[src/rtl/sipo_frame.sv]
// Serial-in parallel-out framer with a one-word holding register.
// Words move out over a valid/ready handshake; a word that completes while the holding register is still full is dropped and flagged.
module sipo_frame #(
  parameter int WIDTH     = 8,
  parameter bit MSB_FIRST = 1'b1,
  localparam int CW       = (WIDTH > 1) ? $clog2(WIDTH) : 1
) (
  input  logic             clk,
  input  logic             rst,
  input  logic             sin,
  input  logic             sin_valid,
  input  logic             clear,
  output logic [WIDTH-1:0] pout,
  output logic             pout_valid,
  input  logic             pout_ready,
  output logic [CW-1:0]    bit_cnt,
  output logic             overrun
);

  localparam logic [CW-1:0] LAST = CW'(WIDTH - 1);

  logic [WIDTH-1:0] sreg;
  logic [WIDTH-1:0] sreg_nxt;
  logic [WIDTH-1:0] shifted;
  logic [CW-1:0]    cnt_nxt;
  logic [WIDTH-1:0] pout_nxt;
  logic             pvld_nxt;
  logic             ovr_nxt;
  logic             take;
  logic             done;
  logic             xfer;
  logic             room;

  // Sampled bit is folded in from the side chosen by the bit order.
  always_comb begin
    shifted = sreg;
    if (MSB_FIRST) begin
      shifted = {sreg[WIDTH-2:0], sin};
    end else begin
      shifted = {sin, sreg[WIDTH-1:1]};
    end
  end

  // Handshake and word-complete qualifiers; clear swallows the bit.
  always_comb begin
    take = sin_valid & ~clear;
    done = take & (bit_cnt == LAST);
    xfer = pout_valid & pout_ready;
    room = ~pout_valid | pout_ready;
  end

  // Next state of the shift register and bit counter.
  always_comb begin
    sreg_nxt = sreg;
    cnt_nxt  = bit_cnt;
    unique case (1'b1)
      clear: begin
        sreg_nxt = '0;
        cnt_nxt  = '0;
      end
      take && done: begin
        sreg_nxt = shifted;
        cnt_nxt  = '0;
      end
      take && !done: begin
        sreg_nxt = shifted;
        cnt_nxt  = bit_cnt + 1'b1;
      end
      default: begin
        sreg_nxt = sreg;
        cnt_nxt  = bit_cnt;
      end
    endcase
  end

  // Holding register: load, drop on full, drain on transfer, else hold.
  always_comb begin
    pout_nxt = pout;
    pvld_nxt = pout_valid;
    ovr_nxt  = overrun;
    unique case (1'b1)
      done && room: begin
        pout_nxt = shifted;
        pvld_nxt = 1'b1;
      end
      done && !room: begin
        ovr_nxt = 1'b1;
      end
      xfer && !done: begin
        pvld_nxt = 1'b0;
      end
      default: begin
        pout_nxt = pout;
      end
    endcase
    if (clear) begin
      ovr_nxt = 1'b0;
    end
  end

  // Collection state, cleared asynchronously by rst.
  always_ff @(posedge clk or posedge rst) begin
    if (rst) begin
      sreg    <= '0;
      bit_cnt <= '0;
    end else begin
      sreg    <= sreg_nxt;
      bit_cnt <= cnt_nxt;
    end
  end

  // Output word, its valid flag and the sticky overrun flag.
  always_ff @(posedge clk or posedge rst) begin
    if (rst) begin
      pout       <= '0;
      pout_valid <= 1'b0;
      overrun    <= 1'b0;
    end else begin
      pout       <= pout_nxt;
      pout_valid <= pvld_nxt;
      overrun    <= ovr_nxt;
    end
  end

endmodule

[config.mk]
export PLATFORM = sky130hd
export DESIGN_NAME = sipo_frame
export DESIGN_NICKNAME = d
export VERILOG_FILES = /design/src/rtl/sipo_frame.sv
export SDC_FILE = /design/constraint.sdc
export NUM_CORES = 1
export LEC_CHECK = 0
export BUFFER_PORTS_ARGS = -buffer_cell sky130_fd_sc_hd__clkbuf_2
export CAP_MARGIN = 40
export CORE_UTILIZATION = 35
export DETAILED_ROUTE_END_ITERATION = 10
export PLACE_DENSITY = 0.59
export SETUP_SLACK_MARGIN = 0.1
export SLEW_MARGIN = 20
export SYNTH_ARGS = -nofsm -noshare
export SYNTH_HDL_FRONTEND = slang
export SYNTH_SLANG_ARGS = --single-unit
export TNS_END_PERCENT = 10
[constraint.sdc]
create_clock -name clk -period 2.6 [get_ports clk]
set_clock_uncertainty 0.2 [all_clocks]
set_input_delay 0.52 -clock clk [delete_from_list [all_inputs] [get_ports clk]]
set_output_delay 0.52 -clock clk [all_outputs]
set_load 0.03 [all_outputs]
After elaboration in Yosys (flattened, before gate mapping)
Index checks and enable logic that the tools add are counted.
- flip-flop bits (word level): 20
- latch bits: 0
- bits in writable memories: 0
- ROM bits: 0
- input bits: 6
- output and inout port bits: 13
- logic and storage cells: 31
- memories kept: 0
- add/subtract/negate cells: 1
- $mul: 0
- divide/modulo/power cells: 0
- order comparisons: 0
- eq/ne operators: 1
- shift-type cells: 0
- mux-type cells: 5
- bitwise logic cells: 6
- reductions and logical operators: 13
- operator list (operator ; number):
    $pmux W7 S2 ; 1
    $reduce_bool A2 Y1 ; 4
    $pmux W3 S2 ; 1
    $logic_and A1 B1 Y1 ; 5
    $reduce_or A2 Y1 ; 2
    $add A3 B1 Y3 const B ; 1
    $and A1 B1 Y1 ; 3
    $eq A3 B3 Y1 const B ; 1
    $logic_not A1 Y1 ; 2
    $mux W1 ; 2
    $not A1 Y1 ; 2
    $pmux W1 S2 ; 1
    $or A1 B1 Y1 ; 1

Longest topological paths before layout
- depth in word-level cells: 7
- mapped depth: 5

Worst setup path after synthesis
No wires, ideal clock.
- path type: register -> register
- start point: register bit_cnt[0]
- end point: register pout[0]
- library setup time: 0.125 ns
- data arrival time: 1.699 ns
- data required time: 2.275 ns
- path slack: 0.576 ns
- stages on the path, launching flop included: 6
- buffers on the path: 0
- period minus slack after synthesis: 2.024 ns
- cells stage by stage: dfrtp_1 ha_1 ha_1 nand2_1 nor3_4 mux2_2
- longest elaborated chain between the ends: 3
- RTL lines (element ; line ; RTL):
    start, declared ; 16 ; output logic [CW-1:0] bit_cnt,
    start signal, assigned ; 108 ; bit_cnt <= cnt_nxt;
    $eq A3 B3 Y1 ; 47 ; done = take & (bit_cnt == LAST);
    $and A1 B1 Y1 ; 47 ;
    $logic_and A1 B1 Y1 ; 82 ; done && room: begin
    end signal, assigned ; 119 ; pout <= pout_nxt;
    end, declared ; 13 ; output logic [WIDTH-1:0] pout,
Every way passes these cells.
A chain may end at the register's enable or synchronous reset.

Worst setup path in the final report
- start point: register bit_cnt[0]
- end point: register pout[4]
Same word-level chain as after synthesis.

==> results.sh <==
export IMPL_status="finished, final reports clean"
export IMPL_yosysWarnings=0
export IMPL_timing_final_crit_share_pct=76.4
export IMPL_track_usage_pct=13.0
export IMPL_grt_ovfl_total=0
export IMPL_fp_dieH_um=50.5
export IMPL_synthDistinctLibCells=16
export IMPL_synth_top_cells_by_area="dfrtp_1, mux2_2, mux2i_1"
export IMPL_cp_start_kind="flop"
export IMPL_worstPathArrival_ns=1.98
export IMPL_setup_tns_ns=0
export IMPL_drive_gt1_share_pct=38.8
export IMPL_gp_routability_congestion=0.701
export IMPL_dr_pass1_iters=2
export IMPL_wl_per_cell_um=12.1
export IMPL_timing_slew_headroom_pct=72.8
export IMPL_ys_seq_area_share_pct=60.8
export IMPL_cts_resized_gates=0
export IMPL_vias=546
export IMPL_hpwlAfterDp_um=991
export IMPL_p_leak_nw=0.542
export IMPL_antenna_found_initial=0
export IMPL_cts_max_path_buffers=2
export IMPL_synthToLayoutAreaGrowth_pct=22.5
export IMPL_avgSynthCellArea_um2=13.3
export IMPL_cts_buffers_inserted=3
export IMPL_synthCells=62
export IMPL_root_buffer="clkbuf_4"
export IMPL_syn_cell_area_um2=823
export IMPL_met3_usage_pct=5.45
export IMPL_cp_end_kind="flop"
export IMPL_syn_nets=70
export IMPL_p_per_area_nw_per_um2=534
export IMPL_drc=0
export IMPL_fin_crit_ns=1.99
export IMPL_die_w_um=50.5
export IMPL_gr_usage_met1_pct=16.7
export IMPL_grt_pass1_vias=548
export IMPL_io_buffers=18
export IMPL_hold_path_class="primary input to flop"
export IMPL_slew_violations=0
export IMPL_use_met2_pct=20.4
export IMPL_drv_cap=0
export IMPL_cts_sinks=20
export IMPL_setup_viol=0
export IMPL_clk_latency_ns=0.30
export IMPL_cts_tree="yes"
export IMPL_clkTransAtPathRegs_ns=0.11
export IMPL_ys_ff_latch=20
export IMPL_rsz0062_at_grt="no"
export IMPL_hold_violations=0
export IMPL_max_freq_mhz=503
export IMPL_drt_iter0_drc=1
export IMPL_total_power_mw=0.539
export IMPL_row_count=17
export IMPL_htree_levels=1
export IMPL_busiest_layer="met2"
export IMPL_critPathKind="flop to flop"
export IMPL_start_util_pct=37.2
export IMPL_required_ns=2.59
export IMPL_antennaDiodeCount=0
export IMPL_grt_max_degree=21
export IMPL_yosysTopAreaCell="dfrtp_1"
export IMPL_postRouteAntennaNets=0
export IMPL_vdd_drop_max_mv=0.354
export IMPL_grt_pass1_wl_um=2420
export IMPL_io_pins=19
export IMPL_die_area_um2=2550
export IMPL_core_um2=2210
export IMPL_layout_nets=94
export IMPL_worst_pin_slew_ns=0.407
export IMPL_synth_top_cell_area_share_pct=60.8
export IMPL_worstPathMaxFanout=8
export IMPL_vias_per_cell=4.83
export IMPL_wl_um=1370
cell type report:
cell class	instances	area [µm²]
inverters	1	3.75
fillers	216	1200
clock buffers	4	36.3
multi-input cells	39	310
flip-flops and latches	20	500
repair buffers	21	123
well taps	28	35.0
sequential cells by signal, indices dropped and copies added, names as in the netlist:
name and count:
pout_valid 1, overrun 1, pout 8, bit_cnt 3
sreg 7
stage by stage:
step           instance area (µm²)  hold WS, ns  util (%)  instances  setup slack (ns)
2_1_floorplan                  823        0.279         -         62             0.576
3_3_place_gp                   947        0.295      42.8        107             0.638
3_5_place_dp                   947        0.294      42.8        107             0.596
4_1_cts                        983        0.130      44.5        111             0.590
5_1_grt                       1010        0.269      45.6        113             0.429
6_report                      1010        0.277      45.6        113             0.613
power by group:
group	internal, mW	switching (mW)	leakage, nW
registers	0.315	0.00410	0.277
logic	0.0161	0.0256	0.244
clock network	0.0854	0.0922	0.0210
total	0.417	0.122	0.542
metal layers:
layer	part of all wire (%)	wire length (µm)
met1	48	664
met2	46	628
met3	5.8	79
met4	0	0
met5	0	0
critical path, cell delays in order (launching register included):
cell and delay (ns):
dfrtp_1 0.41, ha_1 0.17, ha_1 0.21, nand2_1 0.12, nor3_4 0.39, mux2_2 0.39
repair_timing:
action                    CTS  global route
hold buffers                0             1
buffers inserted            0             0
hold endpoints to repair    0             1
worst paths after layout:
path / startpoint / slack [ns] / to / cells past startpoint
hold / removal: sin / 0.28 / pout[0] / 2
hold reg to reg: pout[0] / 0.32 / pout[0] / 1
setup reg to reg: bit_cnt[0] / 0.61 / pout[4] / 5
min in group asynchronous: rst / 0.39 / pout[3] / 3
max in group asynchronous: rst / 1.48 / bit_cnt[2] / 4
setup / recovery: bit_cnt[0] / 0.61 / pout[4] / 5
synthesized netlist by cell type:
master / instances
dfrtp_1: 20
nand2b_1: 2
nor2b_1: 1
o21bai_1: 1
nor3_4: 1
inv_1: 1
mux2_2: 8
clkbuf_1: 1
a21oi_1: 2
nand2_1: 1
a31oi_1: 1
nor2_1: 10
ha_1: 2
mux2i_1: 8
buf_2: 1
nand3b_1: 2
cell families (layout without fill, tap and decap cells):
logic type,count (synthesis),in the layout,synth area share [%]
compound gates,4,4,2.89
mux,16,16,20.7
fa+ha+maj,2,2,3.04
simple gates,17,17,11.1
buf+inv,3,26,1.52
flops,20,20,60.8
cell usage in the layout (no fill, tap or decap), drive strengths merged:
master | Yosys | final
a21oi | 2 | 2
a31oi | 1 | 1
buf | 1 | 2
clkbuf | 1 | 22
dfrtp | 20 | 20
dlygate4sd3 | 0 | 1
ha | 2 | 2
inv | 1 | 1
mux2 | 8 | 8
mux2i | 8 | 8
nand2 | 1 | 1
nand2b | 2 | 2
nand3b | 2 | 2
nor2 | 10 | 10
nor2b | 1 | 1
nor3 | 1 | 1
o21bai | 1 | 1
Power figures use the tool's default switching activity.
